$ cat config.mk
export PLATFORM = sky130hd
export DESIGN_NAME = sub_16bit_pipe
export DESIGN_NICKNAME = d
export VERILOG_FILES = /design/src/rtl/sub_16bit_pipe.sv
export SDC_FILE = /design/constraint.sdc
export NUM_CORES = 1
export LEC_CHECK = 0
export ABC_CLOCK_PERIOD_IN_PS = 2080
export CAP_MARGIN = 20
export CORE_MARGIN = 5
export CORE_UTILIZATION = 35
export DETAILED_ROUTE_END_ITERATION = 7
export PLACE_DENSITY = 0.64
export SYNTH_ARGS = -nofsm -noshare
export SYNTH_HDL_FRONTEND = slang
export SYNTH_SLANG_ARGS = --single-unit
$ cat constraint.sdc
create_clock -name clk -period 2.08 [get_ports clk]
set_input_delay 0.312 -clock clk [delete_from_list [all_inputs] [get_ports clk]]
set_output_delay 0.312 -clock clk [all_outputs]
set_load 0.1 [all_outputs]
$ cat src/rtl/sub_16bit_pipe.sv
// -----------------------------------------------------------------------------
// sub_16bit_pipe
//
// Two-stage pipelined subtractor computing diff = a - b - bin (mod 2^WIDTH),
// with borrow out and signed-overflow flag, and valid/ready handshakes on both
// sides. Stage 1 subtracts the low half and captures the mid borrow together
// with the high operand halves. Stage 2 finishes the high half and registers
// the results.
//
// Optional build macro:
//   SUB_SAT_EN - when defined, diff saturates to the max positive or min
//                negative value on signed overflow. The overflow flag is
//                still asserted and bout is unchanged. When undefined, diff
//                is the wrapped result and no saturation logic exists.
//
// Parameters:
//   WIDTH     operand/result width (even, >= 4); H = WIDTH/2
//
// Ports:
//   clk        rising-edge clock
//   rst_n      asynchronous active-low reset
//   in_valid   operands valid
//   in_ready   block can accept operands this cycle
//   a, b       minuend, subtrahend
//   bin        borrow in
//   out_valid  result valid
//   out_ready  consumer accepts result this cycle
//   diff       a - b - bin (wrapped, or saturated with SUB_SAT_EN)
//   bout       borrow out: 1 iff unsigned a < b + bin
//   overflow   signed overflow of the subtraction
// -----------------------------------------------------------------------------
module sub_16bit_pipe #(
  parameter int WIDTH = 16
) (
  input  logic             clk,
  input  logic             rst_n,
  input  logic             in_valid,
  output logic             in_ready,
  input  logic [WIDTH-1:0] a,
  input  logic [WIDTH-1:0] b,
  input  logic             bin,
  output logic             out_valid,
  input  logic             out_ready,
  output logic [WIDTH-1:0] diff,
  output logic             bout,
  output logic             overflow
);

  localparam int H = WIDTH / 2;

`ifdef SUB_SAT_EN
  // Clamp toward the sign of the minuend: only the minuend's sign can be the
  // "true" sign when a signed subtraction overflows.
  function automatic logic [WIDTH-1:0] sat_diff(
    input logic [WIDTH-1:0] raw,
    input logic             ovf,
    input logic             a_msb
  );
    logic [WIDTH-1:0] max_pos;
    logic [WIDTH-1:0] min_neg;
    max_pos = {1'b0, {(WIDTH-1){1'b1}}};
    min_neg = {1'b1, {(WIDTH-1){1'b0}}};
    if (!ovf)
      sat_diff = raw;
    else if (a_msb)
      sat_diff = min_neg;
    else
      sat_diff = max_pos;
  endfunction
`endif

  // Control
  logic vld_p1;
  logic vld_p2;
  logic s1_adv;
  logic s2_adv;
  logic s1_load;
  logic s2_load;

  assign s2_adv   = !vld_p2 || out_ready;
  assign s1_adv   = !vld_p1 || s2_adv;
  assign in_ready = s1_adv;
  assign s1_load  = in_valid && s1_adv;
  assign s2_load  = vld_p1 && s2_adv;

  always_ff @(posedge clk or negedge rst_n) begin
    if (!rst_n) begin
      vld_p1 <= 1'b0;
      vld_p2 <= 1'b0;
    end else begin
      if (s1_adv) vld_p1 <= in_valid;
      if (s2_adv) vld_p2 <= vld_p1;
    end
  end

  assign out_valid = vld_p2;

  // ---- Stage 1: low-half subtraction, capture mid borrow and high halves ----
  logic [H:0]   lo_sub;
  logic [H-1:0] lo_p1;
  logic         mid_brw_p1;
  logic [H-1:0] a_hi_p1;
  logic [H-1:0] b_hi_p1;

  // The extra top bit of the (H+1)-bit result is the borrow into the high half.
  assign lo_sub = {1'b0, a[H-1:0]} - {1'b0, b[H-1:0]} - {{H{1'b0}}, bin};

  always_ff @(posedge clk) begin
    if (s1_load) begin
      lo_p1      <= lo_sub[H-1:0];
      mid_brw_p1 <= lo_sub[H];
      a_hi_p1    <= a[WIDTH-1:H];
      b_hi_p1    <= b[WIDTH-1:H];
    end
  end

  // ---- Stage 2: high-half subtraction, flags, optional saturation ----
  logic [H:0]       hi_sub;
  logic [WIDTH-1:0] diff_raw;
  logic             ovf_nxt;
  logic [WIDTH-1:0] diff_nxt;

  assign hi_sub   = {1'b0, a_hi_p1} - {1'b0, b_hi_p1} - {{H{1'b0}}, mid_brw_p1};
  assign diff_raw = {hi_sub[H-1:0], lo_p1};
  // Overflow only possible when operand signs differ; then the result must
  // carry the minuend's sign.
  assign ovf_nxt  = (a_hi_p1[H-1] ^ b_hi_p1[H-1]) & (diff_raw[WIDTH-1] ^ a_hi_p1[H-1]);

`ifdef SUB_SAT_EN
  assign diff_nxt = sat_diff(diff_raw, ovf_nxt, a_hi_p1[H-1]);
`else
  assign diff_nxt = diff_raw;
`endif

  // Result registers are cleared by reset so the outputs read zero while idle
  // after reset; otherwise they hold whenever stage 2 does not load.
  always_ff @(posedge clk or negedge rst_n) begin
    if (!rst_n) begin
      diff     <= '0;
      bout     <= 1'b0;
      overflow <= 1'b0;
    end else if (s2_load) begin
      diff     <= diff_nxt;
      bout     <= hi_sub[H];
      overflow <= ovf_nxt;
    end
  end

endmodule

==> results.yml <==
outcome:
  outcome: "finished, final reports clean"
min_path:
  min_path_type: "in2async"
layout:
  num_antenna_cells: 0
  synthToLayoutAreaGrowth_pct: 38.9
  fillCellCount: 669
  drive_gt1_share_pct: 26.0
  nNetsFinal: 380
  final_cell_mix: "inv_1, buf_4, clkdlybuf4s50_1"
  stdcell_count: 411
  final_common_cell: "inv_1"
setup_path:
  required_ns: 2.25
  path_max_fanout: 2
  crit_type: "reg2reg"
  cpMaxStageDelayCell: "fa_2"
  slowest_delay_ns: 0.58
  crit_chain: "inv_2 -> fa_2 -> inv_2 -> ha_4 -> o211ai_1 -> o2111ai_1 -> nand2_1 -> xor2_1 -> o21ai_0"
  start_kind: "flip-flop"
  cp.arrival_ns: 2.21
  path_common_cell: "inv_2"
  cp-end-kind: "flip-flop"
timing:
  hold_ws_ns: 0.348
  finClkSkew_ns: 0.0121
  hold_viol: 0
  slew_violations: 0
  setup_tns_ns: 0
  period_minus_slack_ns: 2.04
  max_slew_margin_pct: 76.9
  fin_crit_sh_pct: 98.1
  fmax_ghz: 0.490
  rsz0062_at_grt: "true"
  setup_violations: 0
  worstMarginPinSlew_ns: 0.346
placement:
  dpl.hpwl_mm: 3.73
  dp.cells: 403
  numPortBuffers: 56
  place.gp.congestion: 0.771
global_routing:
  grt_max_degree: 26
  grt_pass1_vias: 1917
  grt.total_usage_pct: 10.9
  grt_pass1_wl_mm: 7.78
  grt_antenna_before_repair: 0
  gr-total-overflow: 0
routing:
  wl_met3_um: 176
  drtPass1Iterations: 4
  routed_wl_mm: 4.55
  wl_met1_mm: 1.66
  ant_nets: 0
  post-route-drc-count: 0
  wl_met2_mm: 2.66
  vias: 1808
  dr.first_iter.drc_count: 25
  avgRoutedWirePerCell_um: 11.1
  top_layer_used: "met4"
  vias_per_cell: 4.40
synthesis:
  synth_seq_area_share_pct: 49.2
  yosys.area_share.xor_xnor_pct: 4.83
  netlist_instances: 230
  syn_nets: 299
  synth_compound_area_share_pct: 8.76
  yosys_warnings: 0
  synth_mux_area_share_pct: 3.99
  synth-main-ff-cell: "edfxtp_1"
  yosysUniqueCellTypes: 37
  synth_top_family_by_area: "adder cells"
  synth_top_area_cell: "edfxtp_1"
  synth-edff-count: 25
  synth_top_area_share_pct: 29.5
  syn-cell-area_sq_um: 2540
  yosys-top-cells-area: "edfxtp_1, dfrtp_1, ha_1"
  synth-simple-area-share_pct: 8.76
  synthArstFlopShare_pct: 44.4
  synth_area_per_cell_sq_um: 11.0
  yosys.area_share.adder_pct: 16.9
  synth-seq-cells: 45
die:
  die_h_um: 95.2
  dieArea_sq_um: 9060
  core_region_area_sq_um: 7180
  initial_core_util_pct: 35.4
  dieWidth_um: 95.2
  row_count: 31
  io_pins: 57
clock_network:
  htree_levels: 2
  ctsLongestPathBuffers: 2
  cts_sinks: 45
  cts_buffers: 5
  holdBufCountCts: 0
  cts_tree: "done"
  insertion_delay_ns: 0.30
  cts_root_buf: "clkbuf_8"
  cts_setup_buffers: 0
  clk_pin_slew_ns: 0.10
flow_run:
  maxCapViolations: 0
power:
  ir_drop_mv: 0.371
  powerDensity_nw_per_um2: 988
  p_leak_nw: 1.58
-- layout make-up --
| cell class | count | area (sq um) | share of cell area (%) |
|---|---|---|---|
| Sequential cell | 45 | 1250 | 35.6 |
| Multi-Input combinational cell | 136 | 1190 | 33.9 |
| Timing Repair Buffer | 77 | 689 | 19.5 |
| Inverter | 46 | 173 | 4.89 |
| Tap cell | 99 | 124 | 3.51 |
| Clock buffer | 5 | 68.8 | 1.95 |
| Clock inverter | 3 | 25.0 | 0.709 |
-- routing by layer --
metal	up-vias	global-route usage, %
met5	-	0
met4	0	3.25
met3	5	1.89
met2	30	23.0
met1	844	10.2
li1	929	-
-- report_power, final --
part           leakage [nW]  internal [mW]  switching [mW]
registers             0.478           1.12          0.0709
logic                  1.06          0.537            1.20
clock network        0.0447          0.243           0.314
-- metrics by stage --
stage / worst slack, ns / power (mW) / util, % / area [sq um]
floorplan: -0.173 / 2.46 / - / 2550
global placement: -0.453 / 2.89 / 46.7 / 3350
detailed placement: -0.484 / 2.92 / 46.7 / 3350
CTS: 0.00699 / 3.50 / 48.4 / 3470
global route: -0.0914 / 3.68 / 49.2 / 3530
finish: 0.0395 / 3.49 / 49.2 / 3530
-- cell families after synthesis --
kind of cell	count (synthesis)
AOI/OAI and AO/OA	36
xor gates and xnor gates	14
adders and majority gates	32
buffers and inverters	49
DFF	45
muxes	9
and+or+nand+nor	45
-- worst paths after layout --
path,slack (ns),cells after the start,endpoint,startpoint
setup / recovery,0.04,9,diff[15],mid_brw_p1
hold / removal,0.35,2,out_valid,rst_n
setup reg to reg,0.04,9,diff[15],mid_brw_p1
hold reg to reg,0.48,1,diff[7],lo_p1[7]
max in group asynchronous,1.50,2,out_valid,rst_n
min in group clk,0.48,1,diff[7],lo_p1[7]
-- synthesized netlist by cell type (3+ instances only) --
master	instances
o211ai_1	3
dfrtp_1	20
fa_1	4
nor2_1	8
xnor2_1	10
nand3_1	4
mux2_2	9
inv_1	45
xor2_1	4
a21oi_1	8
nand2_1	20
edfxtp_1	25
ha_1	28
nand2b_1	4
o21ai_0	13
-- registers in the layout (all words and copies together) (netlist names) --
signal and flops:
a_hi_p1 8, b_hi_p1 8, bout 1, diff 16
lo_p1 8, mid_brw_p1 1, out_valid 1, overflow 1
vld_p1 1
-- what timing repair did --
action / in CTS / in global routing
resized for setup: 12 / 12
endpoints found under the setup margin: 5 / 7
pin swaps: 6 / 6
-- worst max-delay path: cells and delay by family (launching register included) --
kind            cells  cell delay [ns]
fa+ha+maj           2             0.72
compound gates      3             0.46
simple gates        1             0.14
xor+xnor            1             0.14
buf+inv             2             0.10
flops               1             0.36
No activity file was read; power rests on OpenSTA's default activity.
